## src/rtl/ldtu_ofifo_sched.sv

```systemverilog
// LiTe-DTU output FIFO sequencer: read/flush/synch arbitration and occupancy tracking.
// Define LDTU_OFIFO_SCHED_STATS_EN to add the drop_count statistics counter and clr_stats input.
module ldtu_ofifo_sched #(
    parameter int FIFO_DEPTH = 16,
    parameter int PTR_BITS   = 4,
    parameter int FLUSH_LEN  = 4,
    parameter int SYNCH_LEN  = 8
) (
    input  logic                CLK,
    input  logic                rst_b,
    input  logic                write_signal,
    input  logic                flush_req,
    input  logic                synch_req,
    input  logic                read_en,
`ifdef LDTU_OFIFO_SCHED_STATS_EN
    input  logic                clr_stats,
    output logic [15:0]         drop_count,
`endif
    output logic                read_signal,
    output logic                flush_b,
    output logic                synch,
    output logic [PTR_BITS:0]   occupancy,
    output logic                full_signal,
    output logic                overflow,
    output logic                busy
);

    typedef enum logic [1:0] {RUN, FLUSH, SYNCH} state_t;

    localparam logic [PTR_BITS:0] DEPTH      = (PTR_BITS+1)'(FIFO_DEPTH);
    localparam logic [PTR_BITS:0] ONE        = (PTR_BITS+1)'(1);
    localparam logic [7:0]        FLUSH_LOAD = 8'(FLUSH_LEN - 1);
    localparam logic [7:0]        SYNCH_LOAD = 8'(SYNCH_LEN - 1);

    state_t            state, state_nx;
    logic [7:0]        cnt, cnt_nx;
    logic              pend, pend_nx;
    logic [PTR_BITS:0] occ_nx;
    logic              ovf_nx;
    logic              ovf_event;
    logic              drop_event;

    // A synch request that loses to a flush is remembered and served when the flush ends.
    always_comb begin
        state_nx = state;
        cnt_nx   = cnt;
        pend_nx  = pend;
        case (state)
            RUN: begin
                if (flush_req) begin
                    state_nx = FLUSH;
                    cnt_nx   = FLUSH_LOAD;
                    pend_nx  = pend | synch_req;
                end else if (synch_req || pend) begin
                    state_nx = SYNCH;
                    cnt_nx   = SYNCH_LOAD;
                    pend_nx  = 1'b0;
                end
            end
            FLUSH: begin
                if (synch_req)
                    pend_nx = 1'b1;
                if (flush_req) begin
                    cnt_nx = FLUSH_LOAD;
                end else if (cnt == 8'd0) begin
                    if (pend || synch_req) begin
                        state_nx = SYNCH;
                        cnt_nx   = SYNCH_LOAD;
                        pend_nx  = 1'b0;
                    end else begin
                        state_nx = RUN;
                    end
                end else begin
                    cnt_nx = cnt - 8'd1;
                end
            end
            SYNCH: begin
                if (flush_req) begin
                    state_nx = FLUSH;
                    cnt_nx   = FLUSH_LOAD;
                    pend_nx  = synch_req;
                end else if (synch_req) begin
                    cnt_nx = SYNCH_LOAD;
                end else if (cnt == 8'd0) begin
                    state_nx = RUN;
                end else begin
                    cnt_nx = cnt - 8'd1;
                end
            end
            default: state_nx = RUN;
        endcase
    end

    always_comb begin
        ovf_event  = (state == RUN) && write_signal && !read_signal && (occupancy == DEPTH);
        drop_event = ovf_event || ((state != RUN) && write_signal);
        occ_nx     = '0;
        ovf_nx     = overflow | ovf_event;
        if (state == RUN) begin
            occ_nx = occupancy;
            if (write_signal && !read_signal && (occupancy != DEPTH))
                occ_nx = occupancy + ONE;
            else if (!write_signal && read_signal)
                occ_nx = occupancy - ONE;
        end
        // The FIFO is held in reset for both flush and synch.
        if (state_nx != RUN)
            occ_nx = '0;
        if (state_nx == FLUSH)
            ovf_nx = 1'b0;
    end

    always_ff @(posedge CLK or negedge rst_b) begin
        if (!rst_b) begin
            state       <= RUN;
            cnt         <= 8'd0;
            pend        <= 1'b0;
            occupancy   <= '0;
            overflow    <= 1'b0;
            full_signal <= 1'b0;
            read_signal <= 1'b0;
            flush_b     <= 1'b1;
            synch       <= 1'b0;
            busy        <= 1'b0;
        end else begin
            state       <= state_nx;
            cnt         <= cnt_nx;
            pend        <= pend_nx;
            occupancy   <= occ_nx;
            overflow    <= ovf_nx;
            full_signal <= (occ_nx == DEPTH);
            read_signal <= (state_nx == RUN) && read_en && (occ_nx != '0);
            flush_b     <= (state_nx != FLUSH);
            synch       <= (state_nx == SYNCH);
            busy        <= (state_nx != RUN);
        end
    end

`ifdef LDTU_OFIFO_SCHED_STATS_EN
    always_ff @(posedge CLK or negedge rst_b) begin
        if (!rst_b)
            drop_count <= 16'd0;
        else if (clr_stats)
            drop_count <= 16'd0;
        else if (drop_event && (drop_count != 16'hFFFF))
            drop_count <= drop_count + 16'd1;
    end
`else
    logic unused_drop;
    assign unused_drop = drop_event;
`endif

endmodule

```

## config.mk

```make
export PLATFORM = sky130hd
export DESIGN_NAME = ldtu_ofifo_sched
export DESIGN_NICKNAME = d
export VERILOG_FILES = /design/src/rtl/ldtu_ofifo_sched.sv
export SDC_FILE = /design/constraint.sdc
export NUM_CORES = 1
export LEC_CHECK = 0
export ABC_AREA = 0
export CORE_UTILIZATION = 55
export CTS_BUF_LIST = sky130_fd_sc_hd__clkbuf_16
export DETAILED_ROUTE_END_ITERATION = 7
export PLACE_DENSITY_LB_ADDON = 0.25
export SLEW_MARGIN = 20
export SYNTH_ARGS = -nofsm -noshare
export SYNTH_HDL_FRONTEND = slang
export SYNTH_SLANG_ARGS = --single-unit
```

## constraint.sdc

```tcl
create_clock -name CLK -period 2.5 [get_ports CLK]
set_clock_uncertainty 0.2 [all_clocks]
set_input_delay 0.25 -clock CLK [delete_from_list [all_inputs] [get_ports CLK]]
set_output_delay 0.25 -clock CLK [all_outputs]
set_load 0.01 [all_outputs]
```

==> impl_metrics.json <==
{
  "slowest_delay_ns": 0.39,
  "period_needed_ns": 2.44,
  "regToRegStartpoint": "cnt[1]",
  "power.total_w": 0.00234,
  "p_clk_frac": 0.143,
  "synth_top_area_frac": 0.312,
  "syn_avg_cell_area_um2": 8.64,
  "grt_overflow_total": 0,
  "row_count": 19,
  "vias": 1598,
  "peakVddDrop_v": 0.000752,
  "grt_pass1_vias": 1423,
  "wl_um": 4260,
  "p_per_area_nw_per_um2": 1130,
  "synth_cell_type_count": 56,
  "initial_core_util": 0.595,
  "cts.sinks": 22,
  "drtAntennaViolNets": 0,
  "synth.top_cells.by_area": "dfrtp_1 (31%), ha_1 (5.9%), o21ai_0 (4.8%), nand2_1 (4.7%), a21oi_1 (4.2%)",
  "startpoint": "cnt[1]",
  "violations": "design-rule violations",
  "power.internal_w": 0.00132,
  "ys_seq_area_frac": 0.328,
  "status": "finished with violations",
  "clock_path_buffers": 2,
  "r2r_setup_slack_ns": 0.06,
  "dieArea_um2": 3290,
  "dieHeight_um": 57.3,
  "clock_latency_ns": 0.25,
  "tightest_slew_ns": 0.621,
  "area_growth_pct": 23.5,
  "placed_cell_area_um2": 1910,
  "n_fill_cell": 202,
  "crit_end": "occupancy[1]",
  "synth-warning-count": 0,
  "crit_path_top_delay_cell": "dfrtp_1",
  "power.leakage_nw": 0.862,
  "switching_share": 0.436,
  "synthFlopType": "dfrtp_1",
  "async_flop_share": 1.00,
  "worst_hold_slack_ns": 0.149,
  "clk_pin_slew_ns": 0.06,
  "core_region_area_um2": 2830,
  "portBuffers": 16,
  "htree_levels": 1,
  "arrival_ns": 2.39,
  "cts_tree": "built",
  "synth-edff-count": 0,
  "dp_slack_ns": 0.0296,
  "maxSlewViolCount": 0,
  "cp.depth": 9,
  "grt_usage": 0.276,
  "syn_area_um2": 1680,
  "start_kind": "flip-flop",
  "max_freq_mhz": 409,
  "netlist_top_cells_count": "dfrtp_1 (21), nand2_1 (21), nor2_1 (18)",
  "dp_hpwl_um": 2970,
  "finalSetupViolations": 0,
  "required_ns": 2.45,
  "crit_path_cell_trace": "inv_1, ha_4, nor4b_4, buf_4, a31oi_1, a221oi_4, a31oi_4, buf_12, a2111oi_4",
  "wire_per_inst_um": 17.0,
  "netlist_instances": 195,
  "reg2regPathDepth": 9,
  "path_class": "flip-flop to flip-flop",
  "cts_root_buf": "clkbuf_16",
  "syn_nets": 209,
  "num_antenna_cells": 0,
  "grt_max_degree": 23,
  "drive_above_1_share": 0.155,
  "antenna_found_initial": 0,
  "firstDrtPassIters": 6,
  "crit_family": "compound AO/OA/AOI/OAI gates",
  "via_per_inst": 6.39,
  "die_x_um": 57.3,
  "crit_buf_inv": 3,
  "ios": 17,
  "hold_path.class": "input port to async pin",
  "gp_congestion": 0.906,
  "yosysTopAreaCell": "dfrtp_1",
  "reg2reg_to": "occupancy[1]",
  "finalHoldViolations": 0,
  "fin_ws_ns": 0.0567,
  "cts_buffers": 3,
  "post-route-util": 0.735,
  "initialDrtViolationCount": 108,
  "cp_max_fo": 8,
  "p_comb_frac": 0.606,
  "power_switching_w": 0.00102,
  "num-nets-final": 234,
  "holdBufCountCts": 0,
  "period_share": 0.977,
  "maxSlewHeadroom": 0.583,
  "end_kind": "flip-flop",
  "cap_violations": 0,
  "remaining_drc_errors": 2,
  "final_area_um2": 2080,
  "ys_seq_elements": 22,
  "power_frac_seq": 0.251,
  "grt_pass1_wl_um": 6940
}
[state kept, by name (all words and copies together), names as in the netlist]
| signal | cells |
|---|---|
| busy | 1 |
| cnt | 8 |
| flush_b | 1 |
| full_signal | 1 |
| occupancy | 5 |
| overflow | 1 |
| pend | 1 |
| read_signal | 1 |
| state | 2 |
| synch | 1 |
[layer usage]
layer,vias up,GRT usage,wire [µm],part of all wire
met5,-,0,0,0
met4,0,0.0767,57,0.013
met3,8,0.0454,237,0.056
met2,58,0.398,2050,0.48
met1,774,0.426,1920,0.45
li1,758,-,-,-
[layout by cell type (no fill, tap or decap), types with 3 or more instances in the layout]
| master | count |
|---|---|
| dfrtp_1 | 21 |
| nand2_1 | 20 |
| nor2_1 | 18 |
| o21ai_0 | 16 |
| clkdlybuf4s50_1 | 16 |
| inv_1 | 14 |
| a21oi_1 | 14 |
| buf_4 | 13 |
| ha_1 | 7 |
| a31oi_1 | 5 |
| a211oi_1 | 4 |
| or3_1 | 4 |
| nor3_1 | 3 |
| nand3b_1 | 3 |
| xnor2_1 | 3 |
| clkbuf_16 | 3 |
[per-stage QoR]
stage,std cells,setup TNS [ns]
after floorplan,195,0
after global placement,242,0
after detailed placement,242,0
after CTS,246,0
after global routing,250,-0.0290
final,250,0
[kinds of logic (layout without fill, tap and decap cells)]
logic type | after synthesis | count (layout) | synth area share
compound gates | 63 | 63 | 0.277
fa+ha+maj | 8 | 8 | 0.0594
xor+xnor | 4 | 4 | 0.0208
flops | 22 | 22 | 0.328
mux | 1 | 1 | 0.00669
buf+inv | 24 | 48 | 0.0594
simple gates | 73 | 73 | 0.249
[worst min-delay path by stage]
stage	depth (start not counted)	slack, ns	endpoint	startpoint
4_1_cts	2	0.16	cnt[4]	rst_b
3_5_place_dp	1	0.33	overflow	overflow
3_3_place_gp	1	0.33	overflow	overflow
2_1_floorplan	0	-0.25	busy	rst_b
5_1_grt	2	0.22	cnt[4]	rst_b
6_report	2	0.15	cnt[2]	rst_b
[timing repair]
action                                  CTS  global route
setup buffers                             0             4
endpoints found under the setup margin    0             9
resized for setup                         0             7
[power by group through the flow]
stage          clock [W]  combinational, W  sequential [W]
6_report        0.000336           0.00142        0.000587
5_1_grt         0.000359           0.00154        0.000600
4_1_cts         0.000341           0.00123        0.000581
3_5_place_dp           0           0.00122        0.000588
3_3_place_gp           0           0.00119        0.000577
2_1_floorplan          0          0.000900        0.000571
[layout make-up]
class	instances	area (µm²)	share of cell area
clock inverters	1	3.75	0.00181
clock buffers	3	75.1	0.0361
repair buffers	30	278	0.134
well taps	31	38.8	0.0187
inverters	14	52.6	0.0253
flip-flops and latches	22	552	0.265
multi-input cells	149	1080	0.519
Power figures use the tool's default switching activity.
